===== src/rtl/uart_pkg.sv =====
// uart_pkg
//   Shared definitions for the UART block: parity mode encodings, the
//   transmit and receive state enumerations, and the parity helper that
//   both directions use so they always agree on the parity rule.
package uart_pkg;

   localparam int PARITY_NONE = 0;
   localparam int PARITY_EVEN = 1;
   localparam int PARITY_ODD  = 2;

   typedef enum logic [2:0] {
      TX_IDLE,
      TX_START,
      TX_DATA,
      TX_PARITY,
      TX_STOP
   } tx_state_e;

   typedef enum logic [2:0] {
      RX_IDLE,
      RX_START,
      RX_DATA,
      RX_PARITY,
      RX_STOP,
      RX_BREAK
   } rx_state_e;

   // Callers zero-extend narrower payloads to 8 bits; the extra zeros
   // do not change the XOR.
   function automatic logic parity_bit(input logic [7:0] data, input int mode);
      return (^data) ^ (mode == PARITY_ODD);
   endfunction

endpackage


===== src/rtl/uart_rx.sv =====
// uart_rx
//   Serial receiver with a 2-flop input synchroniser, mid-bit sampling,
//   false-start rejection, parity and framing checks, break handling and
//   a one-entry output holding register with sticky overrun.
// Ports
//   clk, rst_n      : clock, asynchronous active-low reset
//   rxd_i           : serial line, asynchronous, idle high
//   rx_data_o       : held payload
//   rx_valid_o      : holding register full
//   rx_ready_i      : consumer accepts the held payload
//   rx_parity_err_o : parity mismatch on the held payload
//   rx_frame_err_o  : stop bit sampled low on the held payload
//   rx_overrun_o    : a payload was dropped since the last accept
module uart_rx
   import uart_pkg::*;
#(
   parameter int CLKS_PER_BIT = 234,
   parameter int DATA_BITS    = 8,
   parameter int PARITY       = 0
) (
   input  logic                 clk,
   input  logic                 rst_n,
   input  logic                 rxd_i,
   output logic [DATA_BITS-1:0] rx_data_o,
   output logic                 rx_valid_o,
   input  logic                 rx_ready_i,
   output logic                 rx_parity_err_o,
   output logic                 rx_frame_err_o,
   output logic                 rx_overrun_o
);

   localparam int            TW        = $clog2(CLKS_PER_BIT);
   localparam logic [TW-1:0] LAST_TICK = TW'(CLKS_PER_BIT - 1);
   localparam logic [TW-1:0] HALF_TICK = TW'(CLKS_PER_BIT / 2);
   localparam logic [2:0]    LAST_BIT  = 3'(DATA_BITS - 1);

   logic sync1_q, sync2_q;
   logic rx_s;

   always_ff @(posedge clk or negedge rst_n) begin
      if (!rst_n) begin
         sync1_q <= 1'b1;
         sync2_q <= 1'b1;
      end else begin
         sync1_q <= rxd_i;
         sync2_q <= sync1_q;
      end
   end

   assign rx_s = sync2_q;

   rx_state_e            state_q, state_d;
   logic [TW-1:0]        timer_q, timer_d;
   logic [2:0]           bit_q, bit_d;
   logic [DATA_BITS-1:0] shift_q, shift_d;
   logic                 par_q, par_d;
   logic                 done, done_perr, done_ferr;

   always_ff @(posedge clk or negedge rst_n) begin
      if (!rst_n) begin
         state_q <= RX_IDLE;
         timer_q <= '0;
         bit_q   <= '0;
         shift_q <= '0;
         par_q   <= 1'b0;
      end else begin
         state_q <= state_d;
         timer_q <= timer_d;
         bit_q   <= bit_d;
         shift_q <= shift_d;
         par_q   <= par_d;
      end
   end

   // The timer restarts at every sample point, so the first data sample
   // lands a full bit after the mid-start sample, i.e. mid-bit as well.
   always_comb begin
      state_d   = state_q;
      bit_d     = bit_q;
      shift_d   = shift_q;
      par_d     = par_q;
      done      = 1'b0;
      done_perr = 1'b0;
      done_ferr = 1'b0;
      timer_d   = '0;
      if (state_q inside {RX_START, RX_DATA, RX_PARITY, RX_STOP}) begin
         timer_d = timer_q + 1'b1;
      end

      unique case (state_q)
         RX_IDLE: begin
            if (!rx_s) begin
               state_d = RX_START;
            end
         end
         RX_START: begin
            if (timer_q == HALF_TICK) begin
               timer_d = '0;
               bit_d   = '0;
               // Line back high by mid-start: a glitch, not a frame.
               state_d = rx_s ? RX_IDLE : RX_DATA;
            end
         end
         RX_DATA: begin
            if (timer_q == LAST_TICK) begin
               timer_d = '0;
               shift_d = {rx_s, shift_q[DATA_BITS-1:1]};
               bit_d   = bit_q + 1'b1;
               if (bit_q == LAST_BIT) begin
                  state_d = (PARITY != PARITY_NONE) ? RX_PARITY : RX_STOP;
               end
            end
         end
         RX_PARITY: begin
            if (timer_q == LAST_TICK) begin
               timer_d = '0;
               par_d   = rx_s;
               state_d = RX_STOP;
            end
         end
         RX_STOP: begin
            if (timer_q == LAST_TICK) begin
               timer_d   = '0;
               done      = 1'b1;
               done_ferr = !rx_s;
               done_perr = (PARITY != PARITY_NONE) &&
                           (par_q != parity_bit(8'(shift_q), PARITY));
               // A low stop bit may be a break; wait for the line to
               // recover so a held-low line yields exactly one frame.
               state_d   = rx_s ? RX_IDLE : RX_BREAK;
            end
         end
         RX_BREAK: begin
            if (rx_s) begin
               state_d = RX_IDLE;
            end
         end
         default: state_d = RX_IDLE;
      endcase
   end

   logic [DATA_BITS-1:0] data_q, data_d;
   logic                 valid_q, valid_d;
   logic                 perr_q, perr_d;
   logic                 ferr_q, ferr_d;
   logic                 ovr_q, ovr_d;
   logic                 accept;

   always_ff @(posedge clk or negedge rst_n) begin
      if (!rst_n) begin
         data_q  <= '0;
         valid_q <= 1'b0;
         perr_q  <= 1'b0;
         ferr_q  <= 1'b0;
         ovr_q   <= 1'b0;
      end else begin
         data_q  <= data_d;
         valid_q <= valid_d;
         perr_q  <= perr_d;
         ferr_q  <= ferr_d;
         ovr_q   <= ovr_d;
      end
   end

   // An accept and a new payload on the same edge keep valid high with
   // the new payload; a payload with nowhere to go is dropped.
   always_comb begin
      data_d  = data_q;
      valid_d = valid_q;
      perr_d  = perr_q;
      ferr_d  = ferr_q;
      ovr_d   = ovr_q;
      accept  = valid_q & rx_ready_i;
      if (accept) begin
         valid_d = 1'b0;
         ovr_d   = 1'b0;
      end
      if (done) begin
         if (!valid_q || rx_ready_i) begin
            data_d  = shift_q;
            perr_d  = done_perr;
            ferr_d  = done_ferr;
            valid_d = 1'b1;
         end else begin
            ovr_d = 1'b1;
         end
      end
   end

   assign rx_data_o       = data_q;
   assign rx_valid_o      = valid_q;
   assign rx_parity_err_o = perr_q;
   assign rx_frame_err_o  = ferr_q;
   assign rx_overrun_o    = ovr_q;

endmodule


===== src/rtl/uart_tx.sv =====
// uart_tx
//   Serial transmitter: start bit, DATA_BITS payload bits LSB first,
//   optional parity bit, STOP_BITS stop bits, each CLKS_PER_BIT cycles.
// Ports
//   clk, rst_n   : clock, asynchronous active-low reset
//   tx_data_i    : payload, captured on the valid/ready handshake
//   tx_valid_i   : payload valid
//   tx_ready_o   : high while idle, i.e. able to accept a payload
//   txd_o        : serial line, idle high, driven straight from a flop
module uart_tx
   import uart_pkg::*;
#(
   parameter int CLKS_PER_BIT = 234,
   parameter int DATA_BITS    = 8,
   parameter int PARITY       = 0,
   parameter int STOP_BITS    = 1
) (
   input  logic                 clk,
   input  logic                 rst_n,
   input  logic [DATA_BITS-1:0] tx_data_i,
   input  logic                 tx_valid_i,
   output logic                 tx_ready_o,
   output logic                 txd_o
);

   localparam int            TW        = $clog2(CLKS_PER_BIT);
   localparam logic [TW-1:0] LAST_TICK = TW'(CLKS_PER_BIT - 1);
   localparam logic [2:0]    LAST_BIT  = 3'(DATA_BITS - 1);
   localparam logic          LAST_STOP = (STOP_BITS == 2);

   tx_state_e            state_q, state_d;
   logic [TW-1:0]        timer_q, timer_d;
   logic [2:0]           bit_q, bit_d;
   logic                 stop_q, stop_d;
   logic [DATA_BITS-1:0] shift_q, shift_d;
   logic                 par_q, par_d;
   logic                 line_q, line_d;
   logic                 tick;

   always_ff @(posedge clk or negedge rst_n) begin
      if (!rst_n) begin
         state_q <= TX_IDLE;
         timer_q <= '0;
         bit_q   <= '0;
         stop_q  <= 1'b0;
         shift_q <= '0;
         par_q   <= 1'b0;
         line_q  <= 1'b1;
      end else begin
         state_q <= state_d;
         timer_q <= timer_d;
         bit_q   <= bit_d;
         stop_q  <= stop_d;
         shift_q <= shift_d;
         par_q   <= par_d;
         line_q  <= line_d;
      end
   end

   // line_d is the level the pin shows during the state being entered,
   // so the pin is a plain register output and never glitches.
   always_comb begin
      state_d = state_q;
      bit_d   = bit_q;
      stop_d  = stop_q;
      shift_d = shift_q;
      par_d   = par_q;
      line_d  = line_q;
      tick    = (timer_q == LAST_TICK);
      timer_d = '0;
      if (state_q != TX_IDLE && !tick) begin
         timer_d = timer_q + 1'b1;
      end

      unique case (state_q)
         TX_IDLE: begin
            if (tx_valid_i) begin
               shift_d = tx_data_i;
               par_d   = parity_bit(8'(tx_data_i), PARITY);
               line_d  = 1'b0;
               state_d = TX_START;
            end
         end
         TX_START: begin
            if (tick) begin
               bit_d   = '0;
               line_d  = shift_q[0];
               state_d = TX_DATA;
            end
         end
         TX_DATA: begin
            if (tick) begin
               shift_d = shift_q >> 1;
               bit_d   = bit_q + 1'b1;
               if (bit_q == LAST_BIT) begin
                  if (PARITY != PARITY_NONE) begin
                     line_d  = par_q;
                     state_d = TX_PARITY;
                  end else begin
                     stop_d  = 1'b0;
                     line_d  = 1'b1;
                     state_d = TX_STOP;
                  end
               end else begin
                  line_d = shift_q[1];
               end
            end
         end
         TX_PARITY: begin
            if (tick) begin
               stop_d  = 1'b0;
               line_d  = 1'b1;
               state_d = TX_STOP;
            end
         end
         TX_STOP: begin
            if (tick) begin
               if (stop_q == LAST_STOP) begin
                  state_d = TX_IDLE;
               end else begin
                  stop_d = 1'b1;
               end
            end
         end
         default: begin
            line_d  = 1'b1;
            state_d = TX_IDLE;
         end
      endcase
   end

   assign tx_ready_o = (state_q == TX_IDLE);
   assign txd_o      = line_q;

endmodule


===== src/rtl/uart_core.sv =====
// uart_core
//   Full-duplex UART: independent transmitter and receiver behind
//   valid/ready byte streams, with configurable data width, parity and
//   stop-bit count.
// Ports
//   clk, rst_n    : clock, asynchronous active-low reset
//   uart_rx       : serial input pin, asynchronous, idle high
//   uart_tx       : serial output pin, idle high
//   tx_data/valid/ready : transmit byte stream, LSB sent first
//   rx_data/valid/ready : receive byte stream
//   rx_parity_err, rx_frame_err : error flags qualified by rx_valid
//   rx_overrun    : sticky, a byte was dropped since the last accept
module uart_core
   import uart_pkg::*;
#(
   parameter int CLKS_PER_BIT = 234,
   parameter int DATA_BITS    = 8,
   parameter int PARITY       = 0,
   parameter int STOP_BITS    = 1
) (
   input  logic                 clk,
   input  logic                 rst_n,
   input  logic                 uart_rx,
   output logic                 uart_tx,
   input  logic [DATA_BITS-1:0] tx_data,
   input  logic                 tx_valid,
   output logic                 tx_ready,
   output logic [DATA_BITS-1:0] rx_data,
   output logic                 rx_valid,
   input  logic                 rx_ready,
   output logic                 rx_parity_err,
   output logic                 rx_frame_err,
   output logic                 rx_overrun
);

   if (CLKS_PER_BIT < 8 || CLKS_PER_BIT > 65535) begin : g_bad_cpb
      $error("uart_core: CLKS_PER_BIT=%0d outside 8..65535", CLKS_PER_BIT);
   end
   if (DATA_BITS < 5 || DATA_BITS > 8) begin : g_bad_data
      $error("uart_core: DATA_BITS=%0d outside 5..8", DATA_BITS);
   end
   if (PARITY != PARITY_NONE && PARITY != PARITY_EVEN && PARITY != PARITY_ODD) begin : g_bad_par
      $error("uart_core: PARITY=%0d not 0, 1 or 2", PARITY);
   end
   if (STOP_BITS != 1 && STOP_BITS != 2) begin : g_bad_stop
      $error("uart_core: STOP_BITS=%0d not 1 or 2", STOP_BITS);
   end

   // Reset asserts asynchronously (uart_tx goes high at once) but is
   // released in step with clk so no flop sees a release near an edge.
   logic [1:0] rst_sync_q;
   logic       rst_n_int;

   always_ff @(posedge clk or negedge rst_n) begin
      if (!rst_n) begin
         rst_sync_q <= 2'b00;
      end else begin
         rst_sync_q <= {rst_sync_q[0], 1'b1};
      end
   end

   assign rst_n_int = rst_sync_q[1];

   uart_tx #(
      .CLKS_PER_BIT (CLKS_PER_BIT),
      .DATA_BITS    (DATA_BITS),
      .PARITY       (PARITY),
      .STOP_BITS    (STOP_BITS)
   ) u_tx (
      .clk        (clk),
      .rst_n      (rst_n_int),
      .tx_data_i  (tx_data),
      .tx_valid_i (tx_valid),
      .tx_ready_o (tx_ready),
      .txd_o      (uart_tx)
   );

   uart_rx #(
      .CLKS_PER_BIT (CLKS_PER_BIT),
      .DATA_BITS    (DATA_BITS),
      .PARITY       (PARITY)
   ) u_rx (
      .clk             (clk),
      .rst_n           (rst_n_int),
      .rxd_i           (uart_rx),
      .rx_data_o       (rx_data),
      .rx_valid_o      (rx_valid),
      .rx_ready_i      (rx_ready),
      .rx_parity_err_o (rx_parity_err),
      .rx_frame_err_o  (rx_frame_err),
      .rx_overrun_o    (rx_overrun)
   );

endmodule


===== config.mk =====
export PLATFORM = sky130hd
export DESIGN_NAME = uart_core
export DESIGN_NICKNAME = d
export VERILOG_FILES = /design/src/rtl/uart_pkg.sv /design/src/rtl/uart_rx.sv /design/src/rtl/uart_tx.sv /design/src/rtl/uart_core.sv
export SDC_FILE = /design/constraint.sdc
export NUM_CORES = 1
export LEC_CHECK = 0
export CAP_MARGIN = 5
export CORE_AREA = 5 5 81 83
export CTS_CLUSTER_SIZE = 14
export DETAILED_ROUTE_END_ITERATION = 6
export DIE_AREA = 0 0 86 88
export GPL_ROUTABILITY_DRIVEN = 0
export PLACE_DENSITY = 0.77
export SETUP_SLACK_MARGIN = 0.3
export SKIP_LAST_GASP = 1
export SLEW_MARGIN = 10
export SYNTH_ARGS = -nofsm -noshare
export SYNTH_HDL_FRONTEND = slang
export SYNTH_SLANG_ARGS = --single-unit

===== constraint.sdc =====
create_clock -name clk -period 1.6 [get_ports clk]
set_input_delay 0.16 -clock clk [delete_from_list [all_inputs] [get_ports clk]]
set_output_delay 0.16 -clock clk [all_outputs]
set_load 0.02 [all_outputs]

* Word level (Yosys, flattened, before mapping) *
Index checks and enable logic that the tools add are counted.

operators by class
  reductions and logical operators = 23
  equality and inequality tests = 28
  bitwise gates (word level) = 2
  mux-type cells = 54
  add/sub/neg operators = 4

operators by type and width
  operator                                                                  count
  3-bit 2-to-1 mux                                                          19
  8-bit 2-to-1 mux                                                          6
  8-bit one-hot mux with 2 select lines                                     2
  1-bit 2-to-1 mux                                                          20
  3-bit one-hot mux with 6 select lines                                     1
  8-bit by 1-bit adder with 8-bit output (second input constant)            2
  8-bit equality test (second input constant)                               2
  2-bit inequality test (second input constant)                             8
  3-bit equality test (second input constant)                               5
  3-bit one-hot mux with 5 select lines                                     1
  7-bit AND reduction                                                       2
  3-bit by 2-bit equality test with 1-bit output (second input constant)    4
  2-bit by 1-bit inequality test with 1-bit output (second input constant)  6
  3-bit one-hot mux with 2 select lines                                     2
  5-bit AND reduction                                                       2
  3-bit AND reduction                                                       3
  8-bit by 7-bit equality test with 1-bit output (second input constant)    1
  3-bit by 1-bit adder with 3-bit output (second input constant)            2
  3-bit by 1-bit equality test with 1-bit output (second input constant)    2
  3-bit logical NOT                                                         2
  2-bit nonzero test                                                        3
  3-bit nonzero test                                                        2
  1-bit one-hot mux with 5 select lines                                     1
  2-bit AND reduction                                                       2
  other kinds (9)                                                           11

word-level totals
  output and inout bits = 14
  input bits = 13
  word-level logic and storage cells = 128
  register bits = 61

* Logic depth before layout (Yosys ltp) *
Gate-level depths: netlist of run 1.

  word-level depth = 5
  depth in mapped cells = 8

* By module *
From an unflattened synthesis of run 1, not the netlist that was laid out.

unflattened totals
  cells, all modules = 254
  area, all modules = 2,935.3 um^2

modules (own cells, without submodules)
  module     area each (um^2)  cells an instance  instances
  uart_rx    1,665.3           130                1
  uart_tx    1,216.2           121                1
  uart_core  53.8              3                  1

* Worst setup path before layout of run 1 *
OpenSTA, ideal clock, no wires.

  kind = reg2reg
  start = reg u_rx.timer_q[1]
  end = reg u_rx.shift_q[0]
  buffers on the path = 2
  path slack = -198 ps
  data required time = 1,475 ps
  cell stages (with the launch flop) = 9
  clock period less this slack = 1,798 ps
  data arrival time = 1,673 ps
  cells stage by stage = dfrtp_1 inv_1 ha_1 and3_1 clkbuf_4 nand2_4 or3_1 buf_6 mux2_4

between the ends
  cells in the longest elaborated chain, start to end = 2

RTL lines
  item                                  line            RTL
  start: declaration                    uart_rx.sv:53   logic [TW-1:0] timer_q, timer_d;
  start signal: assignment              uart_rx.sv:68   timer_q <= timer_d;
  8-bit equality test                   uart_rx.sv:105  if (timer_q == LAST_TICK) begin
  2-bit AND reduction (no source line)  -
  end signal: assignment                uart_rx.sv:70   shift_q <= shift_d;
  end: declaration                      uart_rx.sv:55   logic [DATA_BITS-1:0] shift_q, shift_d;

No other way between the ends.
A chain may end at the register's enable or synchronous reset.

* Worst setup path in the final report of run 1 *
  start = reg u_rx.timer_q[1]
  end = reg u_rx.state_q[1]

between the ends
  cells in the longest elaborated chain, start to end = 3

RTL lines
  item                                                                                   line           RTL
  8-bit equality test or 8-bit by 7-bit equality test with 1-bit output (tied branches)  -
  2-bit inequality test (no source line)                                                 -
  7-bit AND reduction (no source line) (*)                                               -
  end signal: assignment                                                                 uart_rx.sv:67  state_q <= state_d;
  end: declaration                                                                       uart_rx.sv:52  rx_state_e state_q, state_d;

Mark *: on every way between the ends. The rest lies on a longest branch, timed or not.

==> results of run 1 <==
==> routing by layer <==
layer	vias to the layer above	track usage [%]	wire (um)
met4	0	9.06	138
met2	40	28.6	3190
met3	14	3.20	199
met5	-	0	0
li1	997	-	-
met1	1018	22.2	2580
==> repair_timing <==
action,in CTS,in global routing
hold endpoints to repair,2,0
hold buffers,1,0
pin swaps,6,11
endpoints found under the setup margin,69,57
resized for setup,42,29
setup buffers,5,3
==> synthesized netlist by cell type, types with 2 or more instances <==
| cell type | n |
|---|---|
| o21ai_0 | 8 |
| a22o_1 | 4 |
| dfrtp_1 | 57 |
| or3_1 | 2 |
| o41ai_1 | 2 |
| nor2b_1 | 3 |
| nor3_1 | 5 |
| and2_2 | 2 |
| mux2_4 | 7 |
| nand2b_1 | 7 |
| inv_1 | 6 |
| buf_2 | 3 |
| xnor2_1 | 6 |
| a21oi_1 | 6 |
| ha_1 | 8 |
| clkbuf_1 | 5 |
| nand2_1 | 11 |
| xor2_1 | 6 |
| nor2_1 | 24 |
| and3_1 | 2 |
| conb_1 | 2 |
| nand3_1 | 10 |
| or3b_2 | 2 |
| mux2_2 | 24 |
| dfstp_2 | 3 |
==> stage by stage <==
stage | setup WS [ns] | hold WS [ns] | util, % | setup TNS, ns
finish | -0.149 | 0.252 | 69.5 | -1.26
global route | -0.209 | 0.232 | 69.5 | -3.41
CTS | -0.129 | 0.249 | 67.7 | -1.76
detailed placement | -0.153 | 0.279 | 61.3 | -2.50
global placement | -0.121 | 0.275 | 61.3 | -1.66
floorplan | -0.186 | -0.136 | - | -2.48
==> where the power goes <==
group / switching (mW) / internal (mW) / leakage [nW] / total, mW
registers: 0.156 / 1.72 / 0.773 / 1.87
clock network: 0.636 / 0.883 / 0.106 / 1.52
logic: 0.429 / 0.587 / 1.04 / 1.02
total: 1.22 / 3.19 / 1.92 / 4.41
==> worst max-delay path by stage <==
stage	to	slack [ns]	startpoint	cells past startpoint
final	u_rx.state_q[1]$_DFFE_PN0P_	-0.15	u_rx.timer_q[1]$_DFF_PN0_	7
after global routing	u_rx.state_q[1]$_DFFE_PN0P_	-0.21	u_rx.timer_q[1]$_DFF_PN0_	7
after CTS	u_rx.shift_q[2]$_DFFE_PN0P_	-0.13	u_rx.timer_q[1]$_DFF_PN0_	7
after detailed placement	u_rx.shift_q[5]$_DFFE_PN0P_	-0.15	u_rx.timer_q[1]$_DFF_PN0_	7
after global placement	u_rx.shift_q[3]$_DFFE_PN0P_	-0.12	u_rx.timer_q[1]$_DFF_PN0_	7
after floorplan	u_rx.shift_q[0]$_DFFE_PN0P_	-0.19	u_rx.timer_q[1]$_DFF_PN0_	8
==> logic make-up after synthesis <==
family / synth area share [%]
buffers and inverters: 2.89
other: 0.263
XOR/XNOR: 3.67
AO/OA/AOI/OAI: 7.70
multiplexers: 13.1
flip-flops: 52.6
adder cells (fa/ha/maj): 3.50
AND/OR/NAND/NOR: 16.2
==> registers in the layout, indices dropped and copies added (netlist names), 2 cells and up <==
register,count
u_rx.rx_data_o,8
u_rx.shift_q,8
u_rx.timer_q,8
u_tx.shift_q,8
u_tx.timer_q,8
u_rx.bit_q,3
u_rx.state_q,3
u_tx.bit_q,3
u_tx.state_q,3
rst_sync_q,2
==> cell type report <==
cell class / instances / area (um^2) / area share (%)
repair buffers: 73 / 658 / 16.4
flip-flops and latches: 60 / 1510 / 37.6
clock buffers: 9 / 124 / 3.08
clock inverters: 7 / 101 / 2.52
well taps: 75 / 93.8 / 2.33
inverters: 6 / 22.5 / 0.560
multi-input cells: 166 / 1510 / 37.6
==> worst reg2reg max path, stage by stage, from the launching register on <==
cell and delay [ns]:
dfrtp_1 0.38, inv_1 0.06, ha_2 0.17, and3_4 0.19, buf_4 0.14, nand2_2 0.07
or4b_1 0.51, a21oi_2 0.17
==> results.txt, run 1 <==
CP required: 1.87 ns
Post-layout power: 4.41 mW
CP arrival: 2.02 ns
Initial antenna violation count: 0
Yosys top cell by area: dfrtp_1
Max Root-Sink Buffers: 2
Most frequent cells in the layout: dfrtp_1, buf_4, mux2_2, mux2_4
Syn nets: 264
Die width: 86 um
Clk Latency, worst-skew pair: 0.34 ns
Final Hold Fails: 0
N_diodes: 0
DP HPWL: 3.96 mm
Setup Viol. Count Final: 27
Post-synth EDFFs: 0
First-pass iteration count of the detailed router: 4
Final cell area excluding filler cells: 4020 um^2
CP bufs+invs: 2
Vias per std cell: 5.22
Overflow after GRT: 0
Cell Rows: 28
Mean Syn Cell Area: 11.8 um^2
Largest fanout on the critical path: 4
Synth Cell Area: 2860 um^2
H-Tree Depth: 3
Failing checks: setup timing
DR vias: 2069
Commonest non-fill, non-tap cell in the layout: dfrtp_1
Nets: 337
Worst R2R Path Depth: 7
R2R Setup Slk: -0.15 ns
Total Wirelength: 6.11 mm
Status: finished with violations
Synth unique cells: 53
CORE AREA: 5780 um^2
Tcrit/Tclk final: 109%
Gr usage total: 17.5%
CTS sink cnt: 60
Power Dens Cells: 1100 nW/um^2
Cell count after synthesis: 243
Max-Cap Viols: 0
Setup ws final: -0.149 ns
Min Clock Period, post-route: 1.75 ns
Area fraction of the dominant cell type after synthesis: 49.9%
WL/cell: 15.4 um
Starting Density: 49.5%
Die area: 7570 um^2
Yosys synthesis warning count: 0
CTS buffer count: 9
Largest net degree at the start of global routing: 59
CTS tree: yes
Maximum clock frequency: 572 MHz
Reg clk slew, reported paths: 0.08 ns
Clock Skews: 0.00896 ns
Die span in y: 88 um
Slowest cell delay on critical path: 0.51 ns
End of the worst register-to-register path: u_rx.state_q[1]$_DFFE_PN0P_
Port buffer count: 25
Number of global-route vias before repair: 2171
Peak VDD IR: 0.000750 V
Hold EP: u_rx.sync1_q$_DFF_PN1_
Ys async rst share: 100%
Layout fillers: 414
Routed Antenna Nets: 0
Number of synthesized register bits: 60
Ports: 27
Worst R2R Start: u_rx.timer_q[1]$_DFF_PN0_
Cell Count Post-Placement: 371
Placed cell area: 3540 um^2
DR iter-0 viols: 124
Worst Setup End Kind: register
DRC viols: 0
Hold path startpoint: uart_rx
Worst Hold Class: in2reg
Synth Flop Type: dfrtp_1
Critical path launch point type: register
Filler-free cell count of the finished design: 396
Root buf cell: clkbuf_8
Setup CP Type: reg2reg
RSZ-0062 raised after global routing: yes
Largest cells by area after synthesis: dfrtp_1, mux2_2, mux2_4, ha_1, nor2_1
Hold path cells: 1
Max-slew violation count: 0
Area Overhead vs Synth: 40.6%
First-pass GRT wire length: 10.3 mm
Slowest cell on crit path: or4b_1
Layout cell share with drive strength beyond 1: 46.4%
Kind of cell adding the most delay to the critical path: simple AND/OR/NAND/NOR gates
Worst path cell trace: inv_1 > ha_2 > and3_4 > buf_4 > nand2_2 > or4b_1 > a21oi_2
Leakage: 1.92 nW
Sequential share of the synthesized area: 52.6%
No activity file was read; power rests on OpenSTA's default activity.
==> inputs of run 2 (changes only) <==
--- a/config.mk
+++ b/config.mk
@@ -5,11 +5,10 @@
 export SDC_FILE = /design/constraint.sdc
 export NUM_CORES = 1
 export LEC_CHECK = 0
-export CAP_MARGIN = 5
-export CORE_AREA = 5 5 81 83
+export CORE_AREA = 2 2 78 80
 export CTS_CLUSTER_SIZE = 14
 export DETAILED_ROUTE_END_ITERATION = 6
-export DIE_AREA = 0 0 86 88
+export DIE_AREA = 0 0 80 82
 export GPL_ROUTABILITY_DRIVEN = 0
 export PLACE_DENSITY = 0.77
 export SETUP_SLACK_MARGIN = 0.3
==> run 2 against run 1 <==
Against the previous run: the run still ends with setup timing left; cell count increased by 1.5%; fmax increased by 1.8%; via count increased by 2.5%; hold slack got worse by 0.027 ns; sequential share of layout area decreased by 0.49 points; first-iteration DRC count decreased by 51%; global-route usage increased by 2.4 points; cell area increased by 1.2%; non-clock buffer count increased by 6; count of clock-buffer cells in the layout increased by 1; sequential power about the same; power decreased by 6.7%; largest cell class is now multi-input combinational cells.
==> results.txt, run 2 (synthesis gave the netlist of run 1 again) <==
Post-layout power: 4.11 mW (-6.7%)
Max Root-Sink Buffers: 2 (unchanged)
Nets: 343 (+1.8%)
Commonest non-fill, non-tap cell in the layout: dfrtp_1
Vias per std cell: 5.28 (+0.98%)
Setup Viol. Count Final: 21 (-22%)
Maximum clock frequency: 582 MHz (+1.8%)
Final Hold Fails: 0 (unchanged)
Port buffer count: 25 (unchanged)
Reg area: 1510 um^2 (about the same)
DP HPWL: 3.96 mm (about the same)
Crit path launch: u_rx.timer_q[1]$_DFF_PN0_
Layout cell share with drive strength beyond 1: 46.5% (+0.066 points)
Die area: 6560 um^2 (-13%)
P_int: 2.92 mW (-8.5%)
Tcrit/Tclk final: 107% (-1.9 points)
N_diodes: 0 (unchanged)
Root buf cell: clkbuf_8
CORE AREA: 5750 um^2 (-0.61%)
Multi-input logic area: 1520 um^2 (+0.50%)
Number of global-route vias before repair: 2089 (-3.8%)
Gr usage total: 19.9% (+2.4 points)
Die span in y: 82 um (-6.8%)
Placed cell area: 3570 um^2 (+0.71%)
Ports: 27 (unchanged)
Overflow after GRT: 0 (unchanged)
First-pass iteration count of the detailed router: 4 (unchanged)
Clock power frac: 29.4% (-5.1 points)
First-pass GRT wire length: 9.77 mm (-4.8%)
Starting Density: 49.8% (+0.30 points)
NetSw: 1.20 mW (-2.0%)
Worst R2R Start: u_rx.timer_q[1]$_DFF_PN0_
Most frequent cells in the layout: dfrtp_1, buf_4, nor2_1, mux2_2, mux2_4
DR vias: 2121 (+2.5%)
Clk Latency, worst-skew pair: 0.34 ns (about the same)
Clock Skews: 0.00482 ns (-0.00414 ns)
Comb pwr share: 25.0% (+1.9 points)
Failing checks: setup timing
Status: finished with violations
Sw Ratio: 29.1% (+1.4 points)
Initial antenna violation count: 0 (unchanged)
WL/cell: 15.6 um (+1.4%)
Power Dens Cells: 1010 nW/um^2 (-7.8%)
Max-Cap Viols: 0 (unchanged)
Area Overhead vs Synth: 42.3%
Peak VDD IR: 0.000765 V (+2.1%)
H-Tree Depth: 3 (unchanged)
Leakage: 1.95 nW (+1.6%)
Max-slew violation count: 0 (unchanged)
Flop pwr share: 45.6% (+3.1 points)
CTS sink cnt: 60 (unchanged)
Critical path launch point type: register
Min Clock Period, post-route: 1.72 ns (-0.0308 ns)
Cell Rows: 28 (unchanged)
Layout fillers: 410 (-0.97%)
Largest net degree at the start of global routing: 24 (-59%)
CP required: 1.83 ns (-0.04 ns)
Reg clk slew, reported paths: 0.07 ns (about the same)
CTS buffer count: 9 (unchanged)
Final cell area excluding filler cells: 4070 um^2 (+1.2%)
Worst Hold Class: reg2async
Total Wirelength: 6.29 mm (+2.9%)
Largest fanout on the critical path: 7 (+3)
CTS tree: yes
Worst Setup End Kind: register
DRC viols: 0 (unchanged)
RSZ-0062 raised after global routing: yes
Routed Antenna Nets: 0 (unchanged)
Setup CP Type: reg2reg
Setup ws final: -0.118 ns (+0.0308 ns)
Final core utilization: 70.8% (+1.3 points)
Die width: 80 um (-7.0%)
CP arrival: 1.95 ns (-0.07 ns)
R2R Setup Slk: -0.12 ns (+0.03 ns)
DR iter-0 viols: 61 (-51%)
[run 2: cell count changes in the layout (fill, tap and decap cells not counted), sizes merged]
| cell | before | now |
|---|---|---|
| clkinvlp | 2 | 4 |
| bufinv | 2 | 0 |
| bufbuf | 0 | 1 |
| buf | 49 | 54 |
| clkinv | 3 | 2 |
| clkbuf | 9 | 10 |
[run 2: worst paths after layout]
kind,end,cells past startpoint
worst min register to register,u_tx.timer_q[1]$_DFF_PN0_,0
max in group asynchronous,u_rx.rx_s$_DFF_PN1_,1
worst max register to register,u_rx.shift_q[2]$_DFFE_PN0P_,7
worst min-delay path,u_tx.timer_q[1]$_DFF_PN0_,0
worst max-delay path,u_rx.shift_q[2]$_DFFE_PN0P_,7
min in group clk,u_rx.sync1_q$_DFF_PN1_,1
[run 2: critical path, cell delays in order (launching register included)]
cell     delay, ns
dfrtp_1       0.37
inv_1         0.06
ha_2          0.16
and3_4        0.20
nand2_4       0.04
or3_4         0.33
buf_8         0.15
mux2_4        0.29
[run 2: stage by stage]
| step | setup TNS [ns] | std cells | setup slack, ns | hold slack, ns |
|---|---|---|---|---|
| after global placement | -1.64 | 371 | -0.117 | 0.235 |
| final | -1.79 | 402 | -0.118 | 0.225 |
| after floorplan | -2.48 | 243 | -0.186 | -0.136 |
| after CTS | -1.71 | 396 | -0.107 | 0.230 |
| after detailed placement | -2.03 | 371 | -0.139 | 0.234 |
| after global routing | -3.94 | 402 | -0.174 | 0.239 |
[run 2: power by group through the flow]
stage	Sequential [mW]	Combinational (mW)	Clock, mW
3_5_place_dp	1.89	0.785	0
3_3_place_gp	1.88	0.761	0
2_1_floorplan	1.90	0.442	0
5_1_grt	1.90	1.13	1.31
4_1_cts	1.86	0.877	1.25
6_report	1.87	1.03	1.21
[run 2: final cells by class]
type / instances / share of cell area [%]
multi-input cells: 166 / 37.3
flip-flops and latches: 60 / 37.1
repair buffers: 79 / 18.4
clock buffers: 10 / 3.38
well taps: 75 / 2.31
clock inverters: 6 / 0.984
inverters: 6 / 0.553
[run 2: what timing repair did]
item,in CTS,in global routing
pin swaps,4,11
setup endpoints to repair,68,57
cloned,1,0
hold buffers,1,0
buffers inserted,7,6
resized for setup,36,33
hold endpoints to repair,2,0
[run 2: routing by layer]
layer	up-vias	track usage (%)	wire [um]
li1	1011	-	-
met1	1059	23.5	2540
met2	39	34.1	3390
met3	12	6.04	242
met4	0	7.97	112
met5	-	0	0
